===== src/rtl/riscv_pkg.sv =====
// Shared types and constants for the RISC-V front end.
// ifetch_state_e encodes the instruction_fetch FSM.
package riscv_pkg;

    typedef enum logic [1:0] {
        FETCH = 2'd0,
        FLUSH = 2'd1,
        FAULT = 2'd2
    } ifetch_state_e;

    localparam int InstrBytes = 4;

endpackage


===== src/rtl/fetch_fifo.sv =====
// Synchronous FIFO of {pc, instruction} entries with push, pop, flush and occupancy.
// DEPTH must be a power of two so the pointers wrap naturally.
module fetch_fifo #(
    parameter int DEPTH = 2,
    parameter int WIDTH = 64
) (
    input  logic                     i_clk,
    input  logic                     i_rst_n,
    input  logic                     i_push,
    input  logic [WIDTH-1:0]         i_data,
    input  logic                     i_pop,
    input  logic                     i_flush,
    output logic [WIDTH-1:0]         o_data,
    output logic [$clog2(DEPTH):0]   o_count
);
    localparam int AW = $clog2(DEPTH);
    localparam logic [AW:0] CntFull = (AW + 1)'(DEPTH);

    logic [WIDTH-1:0] r_mem [DEPTH];
    logic [AW-1:0]    r_wr_ptr;
    logic [AW-1:0]    r_rd_ptr;
    logic [AW:0]      r_count;
    logic             w_do_pop;
    logic             w_do_push;

    // A full FIFO still accepts a push when the head leaves in the same cycle.
    assign w_do_pop  = i_pop && (r_count != '0);
    assign w_do_push = i_push && ((r_count != CntFull) || w_do_pop);

    // Pointer and occupancy bookkeeping; flush empties the buffer at once.
    always_ff @(posedge i_clk) begin
        if (!i_rst_n || i_flush) begin
            r_wr_ptr <= '0;
            r_rd_ptr <= '0;
            r_count  <= '0;
        end else begin
            if (w_do_push) r_wr_ptr <= r_wr_ptr + AW'(1);
            if (w_do_pop)  r_rd_ptr <= r_rd_ptr + AW'(1);
            r_count <= r_count + (AW + 1)'(w_do_push) - (AW + 1)'(w_do_pop);
        end
    end

    // Storage is data only and needs no reset.
    always_ff @(posedge i_clk) begin
        if (w_do_push && !i_flush) r_mem[r_wr_ptr] <= i_data;
    end

    assign o_data  = r_mem[r_rd_ptr];
    assign o_count = r_count;

endmodule


===== src/rtl/instruction_fetch.sv =====
// Instruction fetch: sequential word reads, response buffering, redirect flush.
// Optional macro IFETCH_MISALIGN_CHK_EN: a misaligned redirect target raises a
// sticky o_fault after the flush; without it target bits[1:0] are cleared and
// the FAULT state is never entered.
module instruction_fetch
    import riscv_pkg::*;
#(
    parameter int              XLEN       = 32,
    parameter logic [XLEN-1:0] RESET_PC   = '0,
    parameter int              FIFO_DEPTH = 2
) (
    input  logic            i_clk,
    input  logic            i_rst_n,
    output logic            o_imem_arvalid,
    output logic [XLEN-1:0] o_imem_araddr,
    input  logic            i_imem_arready,
    input  logic            i_imem_rvalid,
    input  logic [31:0]     i_imem_rdata,
    output logic            o_imem_rready,
    output logic            o_instr_valid,
    output logic [31:0]     o_instruction,
    output logic [XLEN-1:0] o_instr_pc,
    input  logic            i_instr_ready,
    input  logic            i_redirect_valid,
    input  logic [XLEN-1:0] i_redirect_pc,
    output logic            o_fault
);
    localparam int CW = $clog2(FIFO_DEPTH) + 1;
    localparam int FW = XLEN + 32;
    localparam logic [CW:0] Credits = (CW + 1)'(FIFO_DEPTH);

    ifetch_state_e   r_state;
    logic            r_run;
    logic [XLEN-1:0] r_pc;
    logic [XLEN-1:0] r_rsp_pc;
    logic [CW-1:0]   r_outstanding;
    logic [CW-1:0]   r_drop_cnt;
    logic            r_fault;
    logic            r_fault_pend;

    logic [CW-1:0]   w_count;
    logic [FW-1:0]   w_head;
    logic            w_pop;
    logic            w_push;
    logic            w_ar_hs;
    logic            w_r_hs;
    logic [CW:0]     w_credit_used;
    logic [CW-1:0]   w_out_next;
    logic [XLEN-1:0] w_redir_pc;
    logic            w_misalign;

`ifdef IFETCH_MISALIGN_CHK_EN
    assign w_redir_pc = i_redirect_pc;
    assign w_misalign = |i_redirect_pc[1:0];
`else
    assign w_redir_pc = i_redirect_pc & ~XLEN'(3);
    assign w_misalign = 1'b0;
`endif

    // Credits count in-flight reads plus buffered words; a same-cycle pop frees
    // one, which keeps full throughput and still guarantees room for every response.
    assign w_credit_used  = {1'b0, r_outstanding} + {1'b0, w_count} - (CW + 1)'(w_pop);
    assign o_imem_arvalid = r_run && (r_state == FETCH) && (w_credit_used < Credits);
    assign o_imem_araddr  = {r_pc[XLEN-1:2], 2'b00};
    assign o_imem_rready  = r_run;

    assign w_ar_hs    = o_imem_arvalid && i_imem_arready;
    assign w_r_hs     = i_imem_rvalid && o_imem_rready;
    assign w_out_next = r_outstanding + CW'(w_ar_hs) - CW'(w_r_hs);

    // Responses are in request order, so the next response PC is a running
    // counter restarted at every redirect target.
    assign w_push = w_r_hs && (r_state == FETCH) && !i_redirect_valid;
    assign w_pop  = o_instr_valid && i_instr_ready;

    fetch_fifo #(
        .DEPTH (FIFO_DEPTH),
        .WIDTH (FW)
    ) u_fifo (
        .i_clk   (i_clk),
        .i_rst_n (i_rst_n),
        .i_push  (w_push),
        .i_data  ({r_rsp_pc, i_imem_rdata}),
        .i_pop   (w_pop),
        .i_flush (i_redirect_valid),
        .o_data  (w_head),
        .o_count (w_count)
    );

    assign o_instr_valid = (w_count != '0) && (r_state != FAULT);
    assign o_instruction = o_instr_valid ? w_head[31:0] : 32'd0;
    assign o_instr_pc    = o_instr_valid ? w_head[FW-1:32] : '0;
    assign o_fault       = r_fault;

    // Fetch FSM with pc, outstanding-read, drop and fault bookkeeping; redirect wins.
    always_ff @(posedge i_clk) begin
        if (!i_rst_n) begin
            r_state       <= FETCH;
            r_run         <= 1'b0;
            r_pc          <= RESET_PC;
            r_rsp_pc      <= RESET_PC;
            r_outstanding <= '0;
            r_drop_cnt    <= '0;
            r_fault       <= 1'b0;
            r_fault_pend  <= 1'b0;
        end else begin
            r_run         <= 1'b1;
            r_outstanding <= w_out_next;
            if (w_ar_hs) r_pc <= r_pc + XLEN'(InstrBytes);
            if (w_push)  r_rsp_pc <= r_rsp_pc + XLEN'(InstrBytes);

            if (i_redirect_valid) begin
                r_pc         <= w_redir_pc;
                r_rsp_pc     <= w_redir_pc;
                r_fault_pend <= w_misalign;
                r_drop_cnt   <= w_out_next;
                r_fault      <= 1'b0;
                if (w_out_next != '0) begin
                    r_state <= FLUSH;
                end else begin
                    r_state <= w_misalign ? FAULT : FETCH;
                    r_fault <= w_misalign;
                end
            end else if ((r_state == FLUSH) && w_r_hs) begin
                r_drop_cnt <= r_drop_cnt - CW'(1);
                if (r_drop_cnt == CW'(1)) begin
                    r_state <= r_fault_pend ? FAULT : FETCH;
                    r_fault <= r_fault_pend;
                end
            end
        end
    end

endmodule


===== config.mk =====
export PLATFORM = sky130hd
export DESIGN_NAME = instruction_fetch
export DESIGN_NICKNAME = d
export VERILOG_FILES = /design/src/rtl/riscv_pkg.sv /design/src/rtl/fetch_fifo.sv /design/src/rtl/instruction_fetch.sv
export SDC_FILE = /design/constraint.sdc
export NUM_CORES = 1
export LEC_CHECK = 0
export CORE_UTILIZATION = 29
export CTS_CLUSTER_DIAMETER = 100
export DETAILED_ROUTE_END_ITERATION = 7
export DONT_BUFFER_PORTS = 1
export PLACE_DENSITY = 0.52
export SYNTH_ARGS = -nofsm -noshare
export SYNTH_HDL_FRONTEND = slang
export SYNTH_SLANG_ARGS = --single-unit
export TNS_END_PERCENT = 5

===== constraint.sdc =====
create_clock -name i_clk -period 4.59 [get_ports i_clk]
set_input_delay 0 -clock i_clk [delete_from_list [all_inputs] [get_ports i_clk]]
set_output_delay 0 -clock i_clk [all_outputs]
set_load 0.005 [all_outputs]

==> results.cfg, run 1 <==
[grt]
globalRouteOverflowTotal = 0
grtUsageTotal = 0.135
grt_first_pass_wirelength_um = 29800
number_of_antenna_violations_at_the_first_check_in_global_routing = 0
largest_net_degree_at_the_start_of_global_routing = 93
number_of_global_route_vias_before_repair = 5184

[hold_path]
hp-start = i_imem_rvalid
worstHoldPathCells = 4
timing.hold.worst.class = primary input to flip-flop
timing.hold.worst_endpoint = r_state[0]

[worst_setup_path]
worst_r2r_startpoint = u_fifo.o_count[0]
crit_fanout = 7
worst-r2r-cell-count = 15
worstPathCellList = nor2_4, nor2b_1, ha_1, inv_1, nand2_1, fa_1, and4b_2, and2_1, inv_1, ha_1, inv_1, ha_1, xnor2_1, xnor2_1, a311oi_1
timing.rr.end = r_state[0]
largest_delay_share_family_worst_path = adder cells
worstSetupEndpointType = flip-flop
critical_path.n_buffers_inverters = 3
startpoint_class = flip-flop
cp_slowest_cell = fa_1
required_time_of_the_critical_path_ps = 4920
crit_path_max_incr_delay_ps = 500
register_to_register_setup_slack_ps = 1130
critical_path_arrival_ps = 3790
timing_worst_setup_path_type = flip-flop to flip-flop

[sta]
slew_violations = 0
max-slew-margin-rel = 0.390
tightest_slew_ps = 915
rsz0062_at_grt = false
setup_slack_ps = 1130
finalCritPeriodShare = 0.753
post-route-min-period_ps = 3460
timing.clock.skew_ps = 21.0
setup_tns_ps = 0
final.hold.worst_slack_ps = 48.3
final-setup-viol-count = 0
report.final.hold_viol_count = 0
maximum_clock_frequency_mhz = 289

[floorplanning]
die_area_sq_mm = 0.0297
die_width_um = 172
num_io_pins = 170
initial_core_util = 0.299
die_h_um = 172
fp-row-count = 61
core_area_sq_mm = 0.0282

[finish]
area_growth_syn_to_layout_pct = 19.7
utilization = 0.357
post_route_cells_drive_above_1_share = 0.0779
num-fill-cells = 2802
antenna_diode_instance_count = 0
num-nets-final = 836
post-route-cell-area_sq_mm = 0.0101
fin_cells = 1148

[power_and_ir_drop]
peakVddDrop_mv = 0.222
sequential_power_share = 0.536
power_report.internal_total_mw = 2.88
power.leakage_nw = 3.20
clockPowerShare = 0.388
net-switching-power_uw = 880
fin_total_pwr_mw = 3.76
power.switching_fraction = 0.234
cellPowerDensity_mw_per_mm2 = 374
power_frac_comb = 0.076

[logic_synthesis]
ys.warnings.count = 0
count_of_mapped_cells_out_of_synthesis = 696
area_of_the_mapped_netlist_sq_mm = 0.00841
synth_edf_count = 124
yosys.area.top_type_share = 0.443
synth-seq-area-share = 0.612
postSynthRegisterBits = 195
mean_syn_cell_area_sq_um = 12.1
synth_async_sr_flop_share = 0
yosysMostFrequentCell = edfxtp_1
synth.top_cells.by_area = edfxtp_1 44%, dfxtp_1 17%, mux2i_1 7.4%
synth_largest_area_cell = edfxtp_1
synthFlopType = edfxtp_1
netlist_cell_types = 50
synthTopCellsByCount = 124 x edfxtp_1, 79 x nor2_1, 71 x dfxtp_1, 62 x mux2i_1, 57 x a21oi_1

[cts]
tritoncts_clock_tree = yes
root_buffer = clkbuf_16
h_tree_depth_reported_by_cts = 4
clkLatencyLatePin_ps = 430
cts.sink_count = 195
cts_inserted_buffers = 17
worst_setup_hold_path_clk_slew_ps = 70
clock_path_buffers = 2
cts_setup_buffers = 0

[status]
run_status = completed

[place]
placedCellCount = 1047
place.detailed.hpwl_um = 13200
placedInstanceArea_sq_mm = 0.00878
gp_congestion = 0.778
buffer_ports.inserted = 0
pre_cts_slack_ps = 1150

[flow_run]
max-cap-violations = 0

[route]
finalWirelength_um = 19700
detail-route-antenna-nets = 0
via_count = 5414
initialDrtViolationCount = 264
avgViaCountPerCell = 4.72
wl_per_cell_um = 17.2
1st_pass_router_iterations = 4
drc_errors = 0
==> state kept, by name, summed over array words and instances (netlist names), named ones only <==
name / cells
o_imem_rready: 1
r_drop_cnt: 2
r_outstanding: 2
r_pc: 30
r_rsp_pc: 30
r_state: 1
u_fifo.o_count: 2
u_fifo.r_mem: 124
u_fifo.r_rd_ptr: 1
u_fifo.r_wr_ptr: 1
==> power by group through the flow <==
stage	Sequential (mW)	Combinational, mW	Clock (mW)
after floorplan	2.03	0.184	0
after global placement	2.05	0.224	0
after detailed placement	2.06	0.226	0
after CTS	2.02	0.287	1.51
after global routing	2.03	0.320	1.58
final	2.02	0.284	1.46
==> tightest hold or removal path: cells and delay by family <==
family | cells | cell delay (ps)
compound gates | 2 | 190
simple gates | 2 | 220
==> kinds of logic after synthesis <==
family,synth area share
multiplexers,0.0751
other,0.000446
buffers and inverters,0.0283
flip-flops,0.612
adder cells (fa/ha/maj),0.0143
AND/OR/NAND/NOR,0.139
AO/OA/AOI/OAI,0.0629
XOR/XNOR,0.0676
==> worst max path at each step <==
stage                           start                 end  depth (start not counted)
floorplan               o_imem_rready  u_fifo.r_mem[0][0]                          4
CTS                 u_fifo.o_count[0]          r_state[0]                         15
detailed placement  u_fifo.o_count[0]          r_state[0]                         15
finish              u_fifo.o_count[0]          r_state[0]                         15
global placement    u_fifo.o_count[0]          r_state[0]                         15
global route        u_fifo.o_count[0]          r_state[0]                         15
==> placed cells by master (no fill, tap or decap), types with 2 or more instances in the layout <==
cell type and n:
nand3_1 18, nor3_2 4, conb_1 5, and4_2 3, nand2_1 30, o22ai_1 2
nor2_1 78, edfxtp_1 124, nor3_1 9, mux2i_1 62, xor2_1 22, clkbuf_1 4
a31oi_1 3, nor4_1 10, o21ai_0 34, a21oi_1 57, inv_1 15, and3_2 2
nand4_4 2, xnor2_1 41, nor4_4 3, and3_1 8, buf_4 6, ha_1 8
nand4_2 2, dlygate4sd3_1 68, clkinv_4 3, and2_1 3, clkbuf_16 19, and4_1 8
nand4_1 17, dfxtp_1 70, inv_6 2
==> repair_timing <==
action                                 in CTS  in global routing
endpoints found under the hold margin     135                  0
resized for setup                           0                  0
hold buffers                               69                  0
==> cell type report <==
cell class / count / area (sq um) / area share
clock inverters: 9 / 91.3 / 0.00907
clock buffers: 23 / 490 / 0.0487
well taps: 378 / 473 / 0.0470
flip-flops and latches: 195 / 5150 / 0.511
inverters: 16 / 60.1 / 0.00597
repair buffers: 75 / 746 / 0.0741
multi-input cells: 452 / 3060 / 0.304
==> routing by layer <==
| layer | global-route usage | vias to the layer above | wire [um] |
|---|---|---|---|
| li1 | - | 2643 | - |
| met1 | 0.186 | 2588 | 9610 |
| met2 | 0.204 | 177 | 8710 |
| met3 | 0.0430 | 6 | 1290 |
| met4 | 0.0327 | 0 | 121 |
| met5 | 0 | - | 0 |
(Power assumes the default switching activity.)
==> run 2, diff against run 1 <==
--- a/config.mk
+++ b/config.mk
@@ -9,7 +9,7 @@
 export CTS_CLUSTER_DIAMETER = 100
 export DETAILED_ROUTE_END_ITERATION = 7
 export DONT_BUFFER_PORTS = 1
-export PLACE_DENSITY = 0.52
+export PLACE_DENSITY = 0.51
 export SYNTH_ARGS = -nofsm -noshare
 export SYNTH_HDL_FRONTEND = slang
 export SYNTH_SLANG_ARGS = --single-unit
==> constraint.sdc (replaced) <==
create_clock -name i_clk -period 3.2 [get_ports i_clk]
set_input_delay 0 -clock i_clk [delete_from_list [all_inputs] [get_ports i_clk]]
set_output_delay 0 -clock i_clk [all_outputs]
set_load 0.005 [all_outputs]
==> results.cfg, run 2 (synthesis gave the netlist of run 1 again) <==
[grt]
largest_net_degree_at_the_start_of_global_routing = 71
grtUsageTotal = 0.136
number_of_antenna_violations_at_the_first_check_in_global_routing = 0
globalRouteOverflowTotal = 0
number_of_global_route_vias_before_repair = 5282
grt_first_pass_wirelength_um = 30100

[place]
buffer_ports.inserted = 0
placedInstanceArea_sq_mm = 0.00887
gp_congestion = 0.807
place.detailed.hpwl_um = 13700
pre_cts_slack_ps = 68.0

[worst_setup_path]
crit_fanout = 4
worst_r2r_startpoint = u_fifo.o_count[1]
required_time_of_the_critical_path_ps = 3530
register_to_register_setup_slack_ps = 150
timing_worst_setup_path_type = flip-flop to flip-flop
startpoint_class = flip-flop
timing.rr.end = r_state[0]
critical_path.startpoint = u_fifo.o_count[1]
worst-r2r-cell-count = 15
critical_path_arrival_ps = 3380
worstSetupEndpointType = flip-flop

[finish]
layout_top_registers = u_fifo.r_mem (124), r_pc (30), r_rsp_pc (30)
largest-register = u_fifo.r_mem
largest_register_ffs = 124
area_growth_syn_to_layout_pct = 20.7
final_cell_mix = 124 x edfxtp_1, 78 x nor2_1, 68 x dfxtp_1
post-route-cell-area_sq_mm = 0.0101
num-nets-final = 839
antenna_diode_instance_count = 0
layout_commonest_cell = edfxtp_1
post_route_cells_drive_above_1_share = 0.0996

[sta]
finalCritPeriodShare = 0.953
tightest_slew_ps = 745
slew_violations = 0
max-slew-margin-rel = 0.503
post-route-min-period_ps = 3050
report.final.hold_viol_count = 0
timing.clock.skew_ps = 12.2
final-setup-viol-count = 0
setup_slack_ps = 150
maximum_clock_frequency_mhz = 328

[cts]
tritoncts_clock_tree = yes
root_buffer = clkbuf_16
cts_setup_buffers = 0
worst_setup_hold_path_clk_slew_ps = 80
clock_path_buffers = 2
clkLatencyLatePin_ps = 430
cts.sink_count = 195
cts_inserted_buffers = 17
h_tree_depth_reported_by_cts = 4

[hold_path]
timing.hold.worst_endpoint = r_rsp_pc[3]
timing.hold.worst.class = primary input to flip-flop
worstHoldPathCells = 3
hp-start = i_imem_rvalid

[route]
via_count = 5420
initialDrtViolationCount = 240
drc_errors = 0
avgViaCountPerCell = 4.71
wl_per_cell_um = 17.5
finalWirelength_um = 20200
1st_pass_router_iterations = 4
detail-route-antenna-nets = 0

[floorplanning]
num_io_pins = 170
die_h_um = 172
fp-row-count = 61
die_area_sq_mm = 0.0297
initial_core_util = 0.299
die_width_um = 172
core_area_sq_mm = 0.0282

[power_and_ir_drop]
cellPowerDensity_mw_per_mm2 = 531
fin_total_pwr_mw = 5.38
power.leakage_nw = 3.25
peakVddDrop_mv = 0.284

[status]
run_status = completed

[flow_run]
max-cap-violations = 0
==> run 2: cell types whose count changed in the layout (fill, tap and decap cells not counted), sizes merged <==
cell / previous run / this run
dlygate4sd3: 68 / 66
buf: 7 / 12
clkbuf: 23 / 21
inv: 19 / 21
==> run 2: worst max-delay path, cell delays in order, from the launching register on <==
cell and delay, ps:
dfxtp_2 330, nor2_4 130, nor2b_4 50, ha_1 280, inv_1 80, nand2_1 70
fa_1 500, and4b_2 250, and2_4 150, inv_2 50, ha_1 270, inv_1 40
ha_1 190, xnor2_2 150, xnor2_2 160, a311oi_1 250
==> run 2: how the worst max path moves through the flow <==
stage	cells past startpoint	end	slack [ps]
after floorplan	16	r_state[0]	-150
after global placement	15	r_state[0]	150
after detailed placement	15	r_drop_cnt[1]	70
after CTS	15	r_drop_cnt[1]	40
after global routing	15	r_state[0]	-0.9
final	15	r_state[0]	150
==> run 2: cell type report <==
type	count	area (sq um)
fillers	2794	18000
flip-flops and latches	195	5150
multi-input cells	452	3090
repair buffers	78	813
clock buffers	21	473
well taps	378	473
clock inverters	11	87.6
inverters	16	60.1
==> run 2: metrics by stage <==
| step | instances | hold slack (ps) | TNS, ps | utilization |
|---|---|---|---|---|
| after CTS | 1151 | 35.9 | 0 | 0.359 |
| after floorplan | 700 | 27.7 | -324 | - |
| after global placement | 1052 | 30.7 | 0 | 0.315 |
| after detailed placement | 1052 | 30.6 | 0 | 0.315 |
| final | 1151 | 45.8 | 0 | 0.360 |
| after global routing | 1151 | 65.5 | -0.932 | 0.360 |
==> run 2: power breakdown <==
group          total, mW  switching (mW)  internal [mW]
registers           2.89           0.117           2.78
logic              0.441           0.237          0.205
clock network       2.05           0.938           1.11
total               5.38            1.29           4.09
==> run 2: per-layer routing <==
layer | vias to the layer above | GRT usage | part of all wire
li1 | 2644 | - | -
met1 | 2599 | 0.190 | 0.50
met2 | 166 | 0.208 | 0.43
met3 | 11 | 0.0330 | 0.058
met4 | 0 | 0.0416 | 0.0095
met5 | - | 0 | 0
==> run 2: what timing repair did <==
item | in CTS | in global routing
gates resized for setup | 0 | 9
setup endpoints to repair | 0 | 4
hold buffers | 67 | 0
hold endpoints to repair | 135 | 0
==> run 3, diff against run 2 <==
--- a/config.mk
+++ b/config.mk
@@ -5,11 +5,11 @@
 export SDC_FILE = /design/constraint.sdc
 export NUM_CORES = 1
 export LEC_CHECK = 0
-export CORE_UTILIZATION = 29
+export CORE_UTILIZATION = 40
 export CTS_CLUSTER_DIAMETER = 100
 export DETAILED_ROUTE_END_ITERATION = 7
 export DONT_BUFFER_PORTS = 1
-export PLACE_DENSITY = 0.51
+export PLACE_DENSITY = 0.62
 export SYNTH_ARGS = -nofsm -noshare
 export SYNTH_HDL_FRONTEND = slang
 export SYNTH_SLANG_ARGS = --single-unit
==> results.cfg, run 3 (synthesis gave the netlist of run 1 again) <==
[sta]
timing.clock.skew_ps = 11.3
tightest_slew_ps = 1100
finalCritPeriodShare = 0.971
rsz0062_at_grt = true
slew_violations = 0
maximum_clock_frequency_mhz = 322
final-setup-viol-count = 0
max-slew-margin-rel = 0.265
post-route-min-period_ps = 3110
report.final.hold_viol_count = 0

[route]
initialDrtViolationCount = 380
met1Wirelength_um = 8350
avgViaCountPerCell = 5.24
wl_per_cell_um = 17.7
dr.max_layer_used = met4
detail-route-antenna-nets = 0
met3RoutedLength_um = 1440
finalWirelength_um = 18400
drc_errors = 0
met2WireLength_um = 8370
1st_pass_router_iterations = 5
via_count = 5446

[finish]
largest_register_ffs = 124
multiInputGateArea_sq_mm = 0.00310
num-fill-cells = 1822
post-route-cell-area_sq_mm = 0.00997
utilization = 0.488
largest-register = u_fifo.r_mem
area.sequential_sq_mm = 0.00515
post_route_cells_drive_above_1_share = 0.0987
num-nets-final = 836
area_growth_syn_to_layout_pct = 18.5
layout_commonest_cell = edfxtp_1
final_cell_mix = 124 x edfxtp_1, 78 x nor2_1, 68 x dfxtp_1
layout_top_registers = u_fifo.r_mem (124), r_pc (30), r_rsp_pc (30)
antenna_diode_instance_count = 0

[place]
buffer_ports.inserted = 0
place.detailed.hpwl_um = 12400
placedInstanceArea_sq_mm = 0.00868
gp_congestion = 0.886

[cts]
cts.sink_count = 195
root_buffer = clkbuf_16
tritoncts_clock_tree = yes
h_tree_depth_reported_by_cts = 4
cts_inserted_buffers = 17
clock_path_buffers = 2
clkLatencyLatePin_ps = 430
worst_setup_hold_path_clk_slew_ps = 80

[floorplanning]
die_h_um = 147
initial_core_util = 0.412
die_width_um = 147
die_area_sq_mm = 0.0216
num_io_pins = 170
fp-row-count = 52
core_area_sq_mm = 0.0204

[worst_setup_path]
required_time_of_the_critical_path_ps = 3560
crit_fanout = 19
timing_worst_setup_path_type = flip-flop to flip-flop
worst-r2r-cell-count = 13
register_to_register_setup_slack_ps = 90
timing.rr.end = r_pc[20]
startpoint_class = flip-flop
critical_path.startpoint = u_fifo.o_count[1]
worst_r2r_startpoint = u_fifo.o_count[1]
worstSetupEndpointType = flip-flop
critical_path_arrival_ps = 3460

[power_and_ir_drop]
peakVddDrop_mv = 0.320
net-switching-power_mw = 1.33
power.switching_fraction = 0.246
sequential_power_share = 0.535
cellPowerDensity_mw_per_mm2 = 543
power_report.internal_total_mw = 4.08
power_frac_comb = 0.080
clockPowerShare = 0.385
power.leakage_nw = 3.21

[hold_path]
timing.hold.worst.class = primary input to flip-flop
timing.hold.worst_endpoint = r_rsp_pc[3]
worstHoldPathCells = 3
hp-start = i_imem_rvalid

[grt]
number_of_antenna_violations_at_the_first_check_in_global_routing = 0
grt_first_pass_wirelength_um = 28700
largest_net_degree_at_the_start_of_global_routing = 67
globalRouteOverflowTotal = 0
grtUsageTotal = 0.172
number_of_global_route_vias_before_repair = 5380

[status]
run_status = completed

[flow_run]
max-cap-violations = 0
## run 3: changes by cell type in the layout (fill, tap and decap cells not counted), moves of 2 or more
cell        before  now
clkinv_2         3    0
buf_12           5    1
inv_4            2    0
clkinvlp_4       1    4
inv_8            0    3
## run 3: timing repair
action                                 in CTS  in global routing
gates resized for setup                     2                 10
setup buffers                               0                  1
pin swaps                                   1                  5
setup endpoints to repair                   2                  3
hold buffers                               66                  0
endpoints found under the hold margin     135                  0
## run 3: area by class of cell
cell class	instances	area share
repair buffers	75	0.0743
well taps	270	0.0339
clock inverters	14	0.0149
multi-input cells	452	0.311
clock buffers	18	0.0431
inverters	16	0.00603
flip-flops and latches	195	0.517
## run 3: worst max-delay path by stage
stage,end,slack (ps),depth (start not counted)
after floorplan,r_state[0],-150,16
after global placement,r_state[0],170,15
after detailed placement,r_state[0],-90,15
after CTS,r_state[0],2,15
after global routing,r_pc[20],-40,13
final,r_pc[20],90,13
## run 3: power groups by stage
stage                     logic [mW]  clock network, mW  registers [mW]
after detailed placement       0.335                  0            2.95
after CTS                      0.416               2.13            2.89
after global routing           0.481               2.23            2.91
final                          0.434               2.08            2.89
after global placement         0.322                  0            2.94
after floorplan                0.264                  0            2.91
## run 3: metrics by stage
step	instances	total power, mW	setup WS, ps	hold slack [ps]	setup TNS [ps]
2_1_floorplan	700	3.17	-153	27.7	-324
3_3_place_gp	941	3.26	165	29.8	0
3_5_place_dp	941	3.28	-89.1	29.7	-121
4_1_cts	1039	5.43	2.27	23.9	0
5_1_grt	1040	5.62	-37.1	59.4	-127
6_report	1040	5.41	93.3	34.0	0
## run 3: critical path: stages, from the launching register on
cell and delay (ps):
dfxtp_2 340, nor2_4 130, nor2b_4 60, ha_1 290, inv_1 90, nand2_2 60, fa_1 560, and4b_2 240
buf_4 100, buf_4 110, nand4_4 280, nor3_2 270, or3b_1 360, a31oi_1 150
## run 3: routing by layer
layer | vias to the layer above | GRT usage
li1 | 2646 | -
met1 | 2565 | 0.229
met2 | 213 | 0.269
met3 | 22 | 0.0484
met4 | 0 | 0.0582
met5 | - | 0
